File: src/rtl/awgn_pkg.sv
// Shared constants, state encoding and seed helper for the AWGN URNG front end.
// Latency: n/a (declarations only).
// Backpressure: n/a.
package awgn_pkg;

    localparam int          URNG_W        = 32;
    localparam logic [31:0] SEED_MIN      = 32'd16;
    localparam logic [31:0] SEED_DEFAULT  = 32'hACE1F00D;
    localparam logic [31:0] SEED_XOR_MASK = 32'h9E3779B9;

    typedef logic [1:0] state_t;

    localparam state_t ST_IDLE = 2'd0;
    localparam state_t ST_LOAD = 2'd1;
    localparam state_t ST_WARM = 2'd2;
    localparam state_t ST_RUN  = 2'd3;

    // A Tausworthe component degenerates when its seed has no bits above the
    // component's shift mask; the widest mask covers bits [3:0].
    function automatic logic weak_seed(input logic [URNG_W-1:0] s);
        return (s < SEED_MIN);
    endfunction

endpackage

File: src/rtl/urng_out_reg.sv
// Output register for the (u0,u1) pair; also produces the generator advance enable.
// Latency: 1 cycle from an enabled generator step to u_valid.
// Backpressure: while u_valid & !u_ready the pair holds and adv stays low (generators frozen).
//
// Ports: clk/reset; run (sequencer in RUN), flush (start/stop this cycle, drops any pair);
//        y0/y1 generator outputs; u_valid/u_ready/u0/u1 downstream handshake; adv advance enable.
module urng_out_reg
    import awgn_pkg::*;
(
    input  logic              clk,
    input  logic              reset,
    input  logic              run,
    input  logic              flush,
    input  logic [URNG_W-1:0] y0,
    input  logic [URNG_W-1:0] y1,
    input  logic              u_ready,
    output logic              u_valid,
    output logic [URNG_W-1:0] u0,
    output logic [URNG_W-1:0] u1,
    output logic              adv
);

    // The register can take a new pair when empty or when the current one
    // leaves this cycle; the generators step exactly when a pair is captured,
    // so no sample is skipped or repeated.
    assign adv = run & ~flush & (~u_valid | u_ready);

    always_ff @(posedge clk or posedge reset) begin
        if (reset) begin
            u_valid <= 1'b0;
            u0      <= '0;
            u1      <= '0;
        end else if (flush) begin
            // u0/u1 keep their last value; only the valid flag is dropped.
            u_valid <= 1'b0;
        end else if (adv) begin
            u_valid <= 1'b1;
            u0      <= y0;
            u1      <= y1;
        end
    end

endmodule

File: src/rtl/urng_seq_ctrl.sv
// Sequencer for two Tausworthe URNGs: seed load, warm-up discard, then (u0,u1) streaming.
// Latency: start -> LOAD_CYCLES load + WARMUP_CYCLES warm-up + 1 run cycle -> first u_valid.
// Backpressure: u_valid/u_ready; generators only advance when the output register takes a pair.
//
// Ports: clk/reset; start/stop pulses; seed_in; busy/warm_done status; urng_rst, urng_seed0/1,
//        urng_en, urng_y0/1 to the generators; u_valid/u_ready/u0/u1 pair stream; sample_cnt.
module urng_seq_ctrl #(
    parameter int          WARMUP_CYCLES = 64,
    parameter int          LOAD_CYCLES   = 2,
    parameter logic [31:0] SEED_XOR_MASK = awgn_pkg::SEED_XOR_MASK,
    parameter logic [31:0] SEED_DEFAULT  = awgn_pkg::SEED_DEFAULT,
    parameter int          CNT_W         = 32
) (
    input  logic                        clk,
    input  logic                        reset,
    input  logic                        start,
    input  logic                        stop,
    input  logic [awgn_pkg::URNG_W-1:0] seed_in,
    output logic                        busy,
    output logic                        warm_done,
    output logic                        urng_rst,
    output logic [awgn_pkg::URNG_W-1:0] urng_seed0,
    output logic [awgn_pkg::URNG_W-1:0] urng_seed1,
    output logic                        urng_en,
    input  logic [awgn_pkg::URNG_W-1:0] urng_y0,
    input  logic [awgn_pkg::URNG_W-1:0] urng_y1,
    output logic                        u_valid,
    input  logic                        u_ready,
    output logic [awgn_pkg::URNG_W-1:0] u0,
    output logic [awgn_pkg::URNG_W-1:0] u1,
    output logic [CNT_W-1:0]            sample_cnt
);

    import awgn_pkg::*;

    // One counter serves both timed phases, so it is sized for the longer one.
    localparam int PH_MAX = (LOAD_CYCLES > WARMUP_CYCLES) ? LOAD_CYCLES : WARMUP_CYCLES;
    localparam int PH_W   = $clog2(PH_MAX + 1);
    localparam logic [PH_W-1:0] LOAD_LAST = PH_W'(LOAD_CYCLES - 1);
    localparam logic [PH_W-1:0] WARM_LAST = PH_W'(WARMUP_CYCLES - 1);

    state_t            state;
    logic [PH_W-1:0]   phase;
    logic [URNG_W-1:0] seed;
    logic              flush;
    logic              adv;

    // Any start, or a stop outside IDLE, abandons the pair in flight.
    assign flush = start | (stop & (state != ST_IDLE));

    always_ff @(posedge clk or posedge reset) begin
        if (reset) begin
            state <= ST_IDLE;
            phase <= '0;
            seed  <= SEED_DEFAULT;
        end else if (start) begin
            state <= ST_LOAD;
            phase <= '0;
            seed  <= weak_seed(seed_in) ? SEED_DEFAULT : seed_in;
        end else if (stop) begin
            state <= ST_IDLE;
            phase <= '0;
        end else begin
            case (state)
                ST_LOAD: begin
                    if (phase == LOAD_LAST) begin
                        state <= ST_WARM;
                        phase <= '0;
                    end else begin
                        phase <= phase + PH_W'(1);
                    end
                end
                ST_WARM: begin
                    if (phase == WARM_LAST) begin
                        state <= ST_RUN;
                        phase <= '0;
                    end else begin
                        phase <= phase + PH_W'(1);
                    end
                end
                default: ;
            endcase
        end
    end

    always_ff @(posedge clk or posedge reset) begin
        if (reset) begin
            sample_cnt <= '0;
        end else if (start) begin
            sample_cnt <= '0;
        end else if (u_valid && u_ready && (sample_cnt != {CNT_W{1'b1}})) begin
            sample_cnt <= sample_cnt + CNT_W'(1);
        end
    end

    urng_out_reg u_out (
        .clk     (clk),
        .reset   (reset),
        .run     (state == ST_RUN),
        .flush   (flush),
        .y0      (urng_y0),
        .y1      (urng_y1),
        .u_ready (u_ready),
        .u_valid (u_valid),
        .u0      (u0),
        .u1      (u1),
        .adv     (adv)
    );

    // Generators are held in seed-load whenever the sequencer is not stepping
    // them, so IDLE always leaves them at a known state.
    assign urng_rst   = (state == ST_IDLE) || (state == ST_LOAD);
    assign urng_en    = (state == ST_WARM) || adv;
    assign busy       = (state != ST_IDLE);
    assign warm_done  = (state == ST_RUN);
    assign urng_seed0 = seed;
    assign urng_seed1 = seed ^ SEED_XOR_MASK;

endmodule

File: config.mk
export PLATFORM = sky130hd
export DESIGN_NAME = urng_seq_ctrl
export DESIGN_NICKNAME = d
export VERILOG_FILES = /design/src/rtl/awgn_pkg.sv /design/src/rtl/urng_out_reg.sv /design/src/rtl/urng_seq_ctrl.sv
export SDC_FILE = /design/constraint.sdc
export NUM_CORES = 1
export LEC_CHECK = 0
export ABC_AREA = 1
export ABC_CLOCK_PERIOD_IN_PS = 10550
export CORE_AREA = 2 2 123 125
export CTS_CLUSTER_SIZE = 25
export DETAILED_ROUTE_END_ITERATION = 8
export DIE_AREA = 0 0 125 127
export PLACE_DENSITY = 0.84
export RECOVER_POWER = 25
export SYNTH_ARGS = -nofsm -noshare
export SYNTH_HDL_FRONTEND = slang
export SYNTH_SLANG_ARGS = --single-unit
File: constraint.sdc
create_clock -name clk -period 10.55 [get_ports clk]
set_input_delay 1.055 -clock clk [delete_from_list [all_inputs] [get_ports clk]]
set_output_delay 1.055 -clock clk [all_outputs]
set_load 0.05 [all_outputs]
; Word level (Yosys, flattened, before mapping)
; Cells that the tools add are included.
[totals]
output_inout_bits = 165
register_bits = 138
[op_classes]
n_bitwise = 8
muxes = 15
order_cmp = 1
n_eq_ne = 8
reduce_logical = 11
add_sub_neg = 2
[ops]
columns = cell, n
row1 = 32-bit 2-to-1 mux, 3
row2 = 32-bit by 1-bit adder with 32-bit output (second input constant), 1
row3 = 32-bit by 5-bit < comparator with 1-bit output (second input constant), 1
row4 = 32-bit != test (second input constant), 1
row5 = 7-bit 2-to-1 mux, 4
row6 = 20-bit NOT, 1
row7 = 7-bit case mux with 2 select lines, 1
row8 = 2-bit 2-to-1 mux, 4
row9 = 4-bit != test (second input constant), 2
row10 = 7-bit by 1-bit adder with 7-bit output (second input constant), 1
row11 = 7-bit by 1-bit == test with 1-bit output (second input constant), 1
row12 = 7-bit by 6-bit == test with 1-bit output (second input constant), 1
row13 = 2-bit nonzero test, 3
row14 = 2-bit == test (second input constant), 2
row15 = 2-bit case mux with 2 select lines, 1
row16 = 4-bit nonzero test, 1
row17 = 1-bit AND, 3
row18 = 3-bit AND reduction, 1
row19 = 2-bit by 1-bit == test with 1-bit output (second input constant), 1
row20 = 1-bit logical AND, 2
row21 = 2-bit zero test, 1
row22 = 1-bit logical OR, 2
row23 = 1-bit 2-to-1 mux, 2
row24 = 1-bit NOT, 2
row25 = 2 further kinds, 3

; Longest topological paths before layout
; Gate-level depths: netlist (run 1).
[logic_depth]
ltp_word = 8
depth_mapped = 12
mapped_depth_nobuf = 11

; Modules after synthesis
; A second synthesis (run 1) with hierarchy kept.
[unflattened]
hier_cells = 910
area_unflattened_um2 = 6988.0
[modules_own_cells]
columns = module, seq_area_each_um2, area_per_inst_um2, instances, cells_per_inst
row1 = urng_seq_ctrl, 1845.5, 4342.9, 1, 623
row2 = urng_out_reg, 1626.6, 2645.0, 1, 287

; Worst setup path after synthesis (run 1)
; OpenSTA, ideal clock, no wires.
[synth_path]
path_kind = input-to-output
start = input stop
end = output urng_en
cell_stages = 6
arrival_ps = 1996
setup_slack_ps = 7499
path_cell_list = inv_1 > o21ai_0 > nor2_1 > o21ai_1 > clkbuf_1 > nand2_1
[synth_via]
elab_chain_cells = 6
[synth_lines]
columns = element, line_no
row1 = start: declaration, urng_seq_ctrl.sv:17  ; input logic stop,
row2 = 1-bit AND, urng_seq_ctrl.sv:49  ; assign flush = start | (stop & (state != ST_IDLE));
row3 = 1-bit OR, urng_seq_ctrl.sv:49
row4 = 1-bit NOT (no line), -
row5 = 1-bit AND (2 in a row), urng_out_reg.sv:26  ; assign adv = run & ~flush & (~u_valid | u_ready);
row6 = 1-bit logical OR, urng_seq_ctrl.sv:113  ; assign urng_en = (state == ST_WARM) || adv;
row7 = end: declaration, urng_seq_ctrl.sv:24  ; output logic urng_en,
; No other way between the ends.

; Worst setup path in the final report (run 1)
[layout_path]
start = input start
end = output urng_en
[layout_via]
elab_chain_cells = 5
[layout_lines]
columns = element, line_no
row1 = start: declaration, urng_seq_ctrl.sv:16  ; input logic start,
row2 = 1-bit OR, urng_seq_ctrl.sv:49
row3 = 1-bit NOT (no line), -
row4 = 1-bit AND (2 in a row), urng_out_reg.sv:26
row5 = 1-bit logical OR, urng_seq_ctrl.sv:113
; No other way between the ends.

==> results.md, run 1 <==
* Vias in the first global route at 6407
* H-tree Lvls at 4
* Dpl ws at 5.04 ns
* Status: finished with violations
* RSZ-0062 raised after global routing: false
* FF/Latch Area at around 3500 µm²
* Layout cell share with drive strength beyond 1 at 0.0636
* CTS tree: done
* Clock root buffer master: clkbuf_16
* Period utilisation layout at 0.692
* Area after DPL at between 9000 and 10000 µm²
* R2R cell count at 7
* Post-synth top area cell: dfrtp_1
* Postcts setup bufs at 0
* Drt first pass iters at 8
* Main synth FF type: dfrtp_1
* Largest net degree at the start of global routing at between 100 and 150
* Synth warn at 0
* 1st-iter DRT viols at 475
* Hold Path End: u_out.u0[18]
* Post-route cell area at ~10000 µm²
* FF-to-FF setup slack at roughly 8.1 ns
* Pleak at roughly 4.8 nW
* Util after Layout at 0.704
* Routed vias/inst at between 4 and 5
* Fillers at between 1000 and 1500
* Die area at 15900 µm²
* Register area share after synthesis at 0.506
* First-pass GRT wire length at roughly 32000 µm
* Critical Path RT at 9.50 ns
* Max Clk Rate at roughly 140 MHz
* IO Port Bufs at 265
* Cell Area, Synth at slightly below 7000 µm²
* Worst Hold Class: flip-flop to flip-flop
* RD Place Congestion at around 0.94
* Post-cts resize count at 0
* WS Path Type: primary input to output pin
* Drt total wl at 19300 µm
* Yosys reg bits at 138
* Pwr Density at about 230 nW/µm²
* CORE AREA at 14400 µm²
* Final nets at 1259
* Gr usage total at 0.246
* Rel. slew slack at -1.05
* Number of remaining DRC errors at 0
* Clk buf depth at 2
* Hold depth at 2
* Vias at ~6700
* Cell with the most instances after synthesis: nand2_1
* Pins Over Slew Limit at 129
* Die H at around 130 µm
* Drt wl/cell at ~14 µm
* Placed cells at ~1300
* # rows at 44
* CTS clock-pin slew for the worst setup and hold paths at around 0.060 ns
* Tot Pwr at about 2.3 mW
* Ranking of synthesized cells by area: dfrtp_1, nand2_1, inv_1
* Worst Setup End Kind: output pin
* Violated checks: max-capacitance violations, max-slew violations
* Setup Viol. Count Final at 0
* Hold Crit Start: u_out.u0[18]
* Multi-input logic area at about 2700 µm²
* Setup ws final at around 3.3 ns
* Syn Inst Count at roughly 910
* Die Wd at 125 µm
* Synthesis-to-layout area growth at 47.9%
* Top cell type's share of synthesized area at 0.448
* Maximum vdd drop at between 0.15 and 0.2 mV
* Hold_ws at 0.482 ns
* Total CTS buffers at 17
* Boundary Pins at 266
* Final HPWL DP at between 10000 and 15000 µm
* Syn Area/Cell at between 7 and 8 µm²
* R2r startpoint: state[0]
* Hold Fails Final Rpt at 0
* CTS sink count at 138
* Worst slew pin tran at 3.06 ns
* Top cells by count, synth: nand2_1, inv_1, nor2_1, dfrtp_1, o21ai_0
* Number of antenna violations at the first check in global routing at 0
* Final setup TNS at 0 ns
* Cell Count, Final, Fillers Out at between 1000 and 1500
* Crit Reg-Reg Endpoint: u_out.u0[20]
* Syn nets at slightly above 1000
* Synth async-reset ratio at 1.00
* Crit path max fanout at ~130
* ANT cells at 0
* Worst Path Arrival at between 6 and 7 ns
* Max-cap violations at 2
* Final Critical Period at 7.30 ns
* EDFF count, synth at 0
* Clock Skews at a little over 0.008 ns
* Total grt overflow at 0
* Crit path launch type: primary input
* # hold bufs at CTS at 0
* Starting Density at 0.476
* Worst skew pair latency at 0.41 ns
* Distinct cells, synth at 30
* Post-route ant nets at 0
==> sequential cells by signal, indices dropped and copies added, names as in the netlist <==
name / flops
phase: 7
sample_cnt: 32
state: 2
u_out.u0: 32
u_out.u1: 32
u_out.u_valid: 1
urng_seed0: 32
==> how the worst max path moves through the flow <==
stage          start       end  slack [ns]  cells after the start
4_1_cts        start   urng_en        5.03                      8
5_1_grt        start   urng_en        2.63                      8
2_1_floorplan  reset  phase[0]        5.82                      1
3_3_place_gp   start   urng_en        5.10                      8
6_report       start   urng_en        3.25                      8
3_5_place_dp   start   urng_en        5.04                      8
==> worst max-delay path, cell delays in order <==
cell             delay [ns]
clkbuf_1               1.51
inv_1                  1.35
o21ai_0                0.42
nor2_1                 0.12
o21ai_4                0.07
buf_4                  0.78
nand2_1                0.13
clkdlybuf4s50_1        0.76
==> kinds of logic (layout without fill, tap and decap cells) <==
| logic type | after synthesis | in the layout | share of synthesized area |
|---|---|---|---|
| buf+inv | 174 | 431 | 0.107 |
| compound gates | 95 | 95 | 0.0701 |
| fa+ha+maj | 7 | 7 | 0.0128 |
| xor+xnor | 11 | 11 | 0.0140 |
| flops | 138 | 138 | 0.506 |
| simple gates | 482 | 482 | 0.290 |
==> layout make-up <==
type,count,area share
Sequential cell,138,0.342
Multi-Input combinational cell,595,0.262
Timing Repair Buffer,267,0.262
Inverter,132,0.0490
Clock buffer,20,0.0460
Tap cell,184,0.0227
Clock inverter,12,0.0160
==> routing by layer <==
metal / routed length, µm / track usage
met5: 0 / 0
met4: 404 / 0.0856
met3: 1490 / 0.0645
met2: 9630 / 0.421
met1: 7790 / 0.304
==> power breakdown <==
part,total [mW],switching (mW),internal (mW)
logic,0.974,0.667,0.307
registers,0.730,0.0712,0.659
clock network,0.624,0.231,0.394
==> placed cells by master (no fill, tap or decap), drive strengths merged <==
cell type,instances
nor2,129
nand4,24
inv,133
nand2,281
o21ai,85
dlygate4sd3,14
clkbuf,21
buf,2
nor4,1
bufinv,3
o211ai,1
xnor2,4
clkdlybuf4s50,250
clkinv,5
a21oi,9
ha,7
dfstp,15
nand3,32
clkinvlp,3
xor2,7
nor3,1
or2,14
dfrtp,123
No activity file was read; power rests on OpenSTA's default activity.
==> run 2: changes to the inputs <==
--- a/config.mk
+++ b/config.mk
@@ -6,12 +6,12 @@
 export NUM_CORES = 1
 export LEC_CHECK = 0
 export ABC_AREA = 1
-export ABC_CLOCK_PERIOD_IN_PS = 10550
-export CORE_AREA = 2 2 123 125
+export ABC_CLOCK_PERIOD_IN_PS = 6900
+export CORE_AREA = 2 2 128 130
 export CTS_CLUSTER_SIZE = 25
 export DETAILED_ROUTE_END_ITERATION = 8
-export DIE_AREA = 0 0 125 127
-export PLACE_DENSITY = 0.84
+export DIE_AREA = 0 0 130 132
+export PLACE_DENSITY = 0.78
 export RECOVER_POWER = 25
 export SYNTH_ARGS = -nofsm -noshare
 export SYNTH_HDL_FRONTEND = slang
==> constraint.sdc (replaced) <==
create_clock -name clk -period 6.9 [get_ports clk]
set_input_delay 0.69 -clock clk [delete_from_list [all_inputs] [get_ports clk]]
set_output_delay 0.69 -clock clk [all_outputs]
set_load 0.05 [all_outputs]
==> run 2 against run 1 <==
Against the previous run:
- the run still ends with max-capacitance violations, max-slew violations left
- clock power is 30% higher
- sequential power is 52% higher
- global-route usage is 2.1 points lower
- flip-flop and latch count stayed put
- largest power group unchanged
==> results.md, run 2 (synthesis results as in run 1) <==
* CTS sink count at 138
* Clock Skews at around 0.0054 ns
* Critical Path RT at ~6.2 ns
* Setup Viol. Count Final at 0
* Worst path slowest cell: inv_1
* Worst Hold Class: flip-flop to flip-flop
* Starting Density at 0.437
* Violated checks: max-capacitance violations, max-slew violations
* RSZ-0062 raised after global routing: false
* Clock root buffer master: clkbuf_16
* IO Port Bufs at roughly 270
* CTS tree: done
* Synthesis-to-layout area growth at 47.1%
* Boundary Pins at about 270
* Drt total wl at 19100 µm
* Final nets at 1260
* Total grt overflow at 0
* Crit path max fanout at 57
* Post-cts resize count at 0
* Gr usage total at 0.225
* Pwr Density at 339 nW/µm²
* Most frequent cells in the layout: nand2_1, clkdlybuf4s50_1, inv_1
* Layout cell share with drive strength beyond 1 at 0.0661
* Status: finished with violations
* Clock power frac at 0.238
* WS Path Type: primary input to output pin
* Number of remaining DRC errors at 0
* Die area at about 17000 µm²
* CP Buf/Inv Count at 4
* Max-cap violations at 2
* Proportion of power drawn by flip-flops and latches at 0.326
* Post-route ant nets at 0
* Most common cell after layout, fill and taps aside: nand2_1
* Worst skew pair latency at 0.41 ns
* 1st-iter DRT viols at 372
* Hold Crit Start: u_out.u1[16]
* Worst Setup End Kind: output pin
* Pins Over Slew Limit at approximately 140
* Internal power at between 1.5 and 2 mW
* CORE AREA at roughly 16000 µm²
* Maximum vdd drop at a little over 0.2 mV
* CTS clock-pin slew for the worst setup and hold paths at approximately 0.06 ns
* Dpl ws at between 3 and 4 ns
* Largest net degree at the start of global routing at between 100 and 150
* Rel. slew slack at -1.05
* R2R cell count at 7
* Routed vias/inst at between 4 and 5
* Final setup TNS at 0 ns
* Die Wd at between 100 and 150 µm
* Vias in the first global route at around 6000
* Hold Path End: u_out.u1[16]
* RD Place Congestion at slightly below 0.9
* # hold bufs at CTS at 0
* R2r startpoint: state[0]
* Drt wl/cell at between 10 and 15 µm
* Crit Reg-Reg Endpoint: u_out.u0[29]
* Sw Pwr at 1.47 mW
* Crit-path leading delay family: buffers and inverters
* Final HPWL DP at ~14000 µm
* Final Critical Period at around 4.3 ns
* Clk buf depth at 2
* Hold Fails Final Rpt at 0
* Hold depth at 2
* Drt first pass iters at 5
* ANT cells at 0
* Number of antenna violations at the first check in global routing at 0
* # rows at between 40 and 50
* Pleak at about 4.8 nW
* Critical path's largest stage delay at between 1 and 1.5 ns
* Max Clk Rate at around 230 MHz
* Crit path launch type: primary input
* H-tree Lvls at 4
* Switch share at 0.431
* Worst Path Arrival at 3.65 ns
* FF-to-FF setup slack at 4.53 ns
* Vias at 6436
* First-pass GRT wire length at 30800 µm
* Postcts setup bufs at 0
* Worst slew pin tran at ~3.1 ns
* CP cell instances: buf_2 > buf_4 > inv_1 > o21ai_0 > nor2_1 > o21ai_4 > nand2_1 > clkdlybuf4s50_1
* Period utilisation layout at 0.630
* Die H at approximately 130 µm
* Total CTS buffers at 17
* Comb pwr share at 0.436
* Setup ws final at roughly 2.6 ns
[run 2: cell count changes in the layout (fill, tap and decap cells not counted)]
cell             change
clkbuf_8             -3
bufinv_16            -3
dlygate4sd3_1       -13
clkinv_2             +6
nand2_1              -1
clkbuf_2             +1
buf_2                +1
nand2_4              +1
clkinv_4             -1
clkdlybuf4s50_1     +13
clkinvlp_4           +1
clkbuf_1             -1
[run 2: metrics by stage]
step / hold WS, ns / utilization / cell area [µm²] / total power [mW] / instances
after floorplan: 0.453 / - / 6870 / 2.07 / 907
after global placement: 0.465 / 0.610 / 9590 / 2.61 / 1349
after detailed placement: 0.472 / 0.610 / 9590 / 2.63 / 1349
after CTS: 0.488 / 0.644 / 10100 / 3.46 / 1381
after global routing: 0.506 / 0.643 / 10100 / 3.58 / 1381
final: 0.482 / 0.643 / 10100 / 3.42 / 1381
[run 2: worst max-delay path by stage]
stage	cells past startpoint	slack, ns	to	start
6_report	8	2.56	urng_en	start
5_1_grt	3	1.72	state[0]	reset
4_1_cts	8	3.04	urng_en	start
3_5_place_dp	8	3.04	urng_en	start
3_3_place_gp	8	3.07	urng_en	start
2_1_floorplan	1	2.54	phase[0]	reset
[run 2: worst register-to-register path, cell delays in order, from the launching register on]
cell	delay, ns
dfrtp_1	0.40
inv_1	0.08
ha_1	0.24
o21ai_0	0.22
nor2_1	0.11
o21ai_4	0.07
buf_4	0.79
o21ai_0	0.30
[run 2: power by group through the flow]
stage	clock, mW	sequential (mW)	combinational, mW
2_1_floorplan	0	1.79	0.287
3_3_place_gp	0	1.12	1.49
3_5_place_dp	0	1.13	1.50
4_1_cts	0.834	1.12	1.51
5_1_grt	0.874	1.14	1.56
6_report	0.814	1.11	1.49
[run 2: area by class of cell]
type	count	area [µm²]
multi-input cells	595	2670
well taps	216	270
clock inverters	15	101
inverters	132	498
fillers	1358	5610
flip-flops and latches	138	3470
clock buffers	17	425
repair buffers	268	2670
[run 2: layer usage]
| metal | vias to the layer above | part of all wire | track usage |
|---|---|---|---|
| met5 | - | 0 | 0 |
| met4 | 0 | 0.017 | 0.0556 |
| met3 | 29 | 0.065 | 0.0666 |
| met2 | 209 | 0.49 | 0.373 |
| met1 | 2938 | 0.43 | 0.289 |
| li1 | 3260 | - | - |
==> run 3: changes to the inputs <==
--- a/config.mk
+++ b/config.mk
@@ -6,7 +6,7 @@
 export NUM_CORES = 1
 export LEC_CHECK = 0
 export ABC_AREA = 1
-export ABC_CLOCK_PERIOD_IN_PS = 6900
+export ABC_CLOCK_PERIOD_IN_PS = 4090
 export CORE_AREA = 2 2 128 130
 export CTS_CLUSTER_SIZE = 25
 export DETAILED_ROUTE_END_ITERATION = 8
==> constraint.sdc (replaced) <==
create_clock -name clk -period 4.09 [get_ports clk]
set_input_delay 0.409 -clock clk [delete_from_list [all_inputs] [get_ports clk]]
set_output_delay 0.409 -clock clk [all_outputs]
set_load 0.05 [all_outputs]
==> run 3 against run 2 <==
Against the previous run:
- the run still ends with max-capacitance violations, max-slew violations left
- critical endpoint is now state[0]
- critical path depth grew 1
- sequential power grew 69%
- register-to-register slack got worse by 2.9 ns
- first-iteration DRC count grew 3.5%
- power rose by 74%
- largest power group unchanged
- setup slack lost 1.3 ns
- routed wire length increased by 1.5%
- global-route usage up 0.59 points
- clock power grew 90%
- flip-flop and latch count is the same
- worst hold slack lost 0.18 ns
- final area increased by 0.73%
==> results.md, run 3 (synthesis results as in run 1) <==
* Fillers at about 1400
* Vias at ~6500
* Worst Path Arrival at around 3.2 ns
* Hold Fails Final Rpt at 0
* Worst slew pin tran at between 2 and 3 ns
* Crit path max fanout at 56
* Post-cts resize count at 0
* Pleak at approximately 4.8 nW
* Crit path from: start
* Crit Reg-Reg Endpoint: sample_cnt[22]
* Boundary Pins at between 200 and 300
* Post-route ant nets at 0
* # rows at 46
* Final setup TNS at 0 ns
* Final HPWL DP at approximately 14000 µm
* CTS tree: done
* R2r startpoint: sample_cnt[0]
* WS Path Type: primary input to flip-flop
* Worst Hold Class: primary input to flip-flop
* First-pass GRT wire length at roughly 31000 µm
* Die area at roughly 17000 µm²
* Number of remaining DRC errors at 0
* Pins Over Slew Limit at 158
* Hold Crit Start: start
* Number of antenna violations at the first check in global routing at 0
* Most common cell after layout, fill and taps aside: nand2_1
* Drt first pass iters at 5
* Max-cap violations at 3
* Sw Pwr at ~2.5 mW
* Postcts setup bufs at 0
* Largest net degree at the start of global routing at 129
* Clock root buffer master: clkbuf_16
* IO Port Bufs at about 270
* Switch share at 0.423
* Gr usage total at 0.231
* Internal power at 3.43 mW
* # hold bufs at CTS at 0
* R2R cell count at 8
* Layout cell share with drive strength beyond 1 at 0.0643
* Status: finished with violations
* Period utilisation layout at 0.704
* Crit path launch type: primary input
* Comb pwr share at 0.424
* Max Clk Rate at 348 MHz
* Clk buf depth at 2
* Clock Skews at slightly above 0.009 ns
* Die Wd at approximately 130 µm
* Final nets at 1261
* Die H at ~130 µm
* Pwr Density at slightly below 600 nW/µm²
* Worst skew pair latency at 0.43 ns
* Worst Setup End Kind: flip-flop
* Maximum vdd drop at 0.344 mV
* Crit path to: state[0]
* RD Place Congestion at 0.898
* Total grt overflow at 0
* Vias in the first global route at roughly 6300
* Setup Viol. Count Final at 0
* RSZ-0062 raised after global routing: false
* ANT cells at 0
* Hold depth at 4
* Final Critical Period at roughly 2.9 ns
* Clock power frac at 0.260
* 1st-iter DRT viols at 385
* Most frequent cells in the layout: nand2_1, clkdlybuf4s50_1, inv_1
* Routed vias/inst at between 4 and 5
* Total CTS buffers at 17
* CORE AREA at 15700 µm²
* H-tree Lvls at 4
* Violated checks: max-capacitance violations, max-slew violations
* Critical Path RT at about 4.4 ns
* Util after Layout at 0.648
* Proportion of power drawn by flip-flops and latches at 0.316
* Rel. slew slack at -0.700
* FF-to-FF setup slack at about 1.7 ns
* CTS clock-pin slew for the worst setup and hold paths at about 0.060 ns
* Drt total wl at 19400 µm
* Synthesis-to-layout area growth at 48.2%
* Drt wl/cell at about 14 µm
* Starting Density at 0.437
* CTS sink count at 138
[run 3: per-layer routing]
| layer | GRT usage | wire length, µm | vias up | share of wire |
|---|---|---|---|---|
| met5 | 0 | 0 | - | 0 |
| met4 | 0.0968 | 634 | 0 | 0.033 |
| met3 | 0.0617 | 1240 | 49 | 0.064 |
| met2 | 0.376 | 9280 | 225 | 0.48 |
| met1 | 0.290 | 8270 | 2944 | 0.43 |
| li1 | - | - | 3255 | - |
[run 3: worst max-delay path, stage by stage]
cell and delay [ns]:
buf_2 0.09, clkbuf_1 1.58, nor2_1 0.30, inv_1 0.22, nor2_1 0.13, inv_1 0.18
nand3_1 0.12, nand2_1 0.07, o21ai_0 0.08
[run 3: layout make-up]
| cell class | instances | area, µm² | share of cell area |
|---|---|---|---|
| multi-input combinational | 595 | 2670 | 0.262 |
| timing repair buffer | 269 | 2680 | 0.264 |
| clock inverter | 13 | 143 | 0.0140 |
| clock buffer | 19 | 443 | 0.0435 |
| tap | 216 | 270 | 0.0265 |
| sequential | 138 | 3470 | 0.341 |
| inverter | 132 | 498 | 0.0489 |
[run 3: metrics by stage]
| step | hold slack [ns] | worst slack (ns) | instance area, µm² | std cells | power [mW] |
|---|---|---|---|---|---|
| 3_5_place_dp | 0.472 | 1.52 | 9610 | 1350 | 4.44 |
| 4_1_cts | 0.282 | 1.28 | 10200 | 1382 | 6.00 |
| 6_report | 0.301 | 1.21 | 10200 | 1382 | 5.95 |
| 3_3_place_gp | 0.464 | 1.55 | 9610 | 1350 | 4.40 |
| 2_1_floorplan | 0.453 | 0.00966 | 6870 | 907 | 3.50 |
| 5_1_grt | 0.368 | 0.895 | 10200 | 1382 | 6.19 |
[run 3: power groups by stage]
stage | clock, mW | sequential [mW] | combinational [mW]
global placement | 0 | 1.89 | 2.50
floorplan | 0 | 3.01 | 0.484
finish | 1.55 | 1.88 | 2.52
global route | 1.62 | 1.93 | 2.65
detailed placement | 0 | 1.90 | 2.53
CTS | 1.57 | 1.89 | 2.54
[run 3: worst min-delay path by stage]
stage / end / slack (ns)
finish: u_out.u_valid / 0.30
global route: u_out.u_valid / 0.37
CTS: u_out.u_valid / 0.28
detailed placement: u_out.u0[2] / 0.47
global placement: u_out.u1[11] / 0.46
floorplan: phase[6] / 0.45
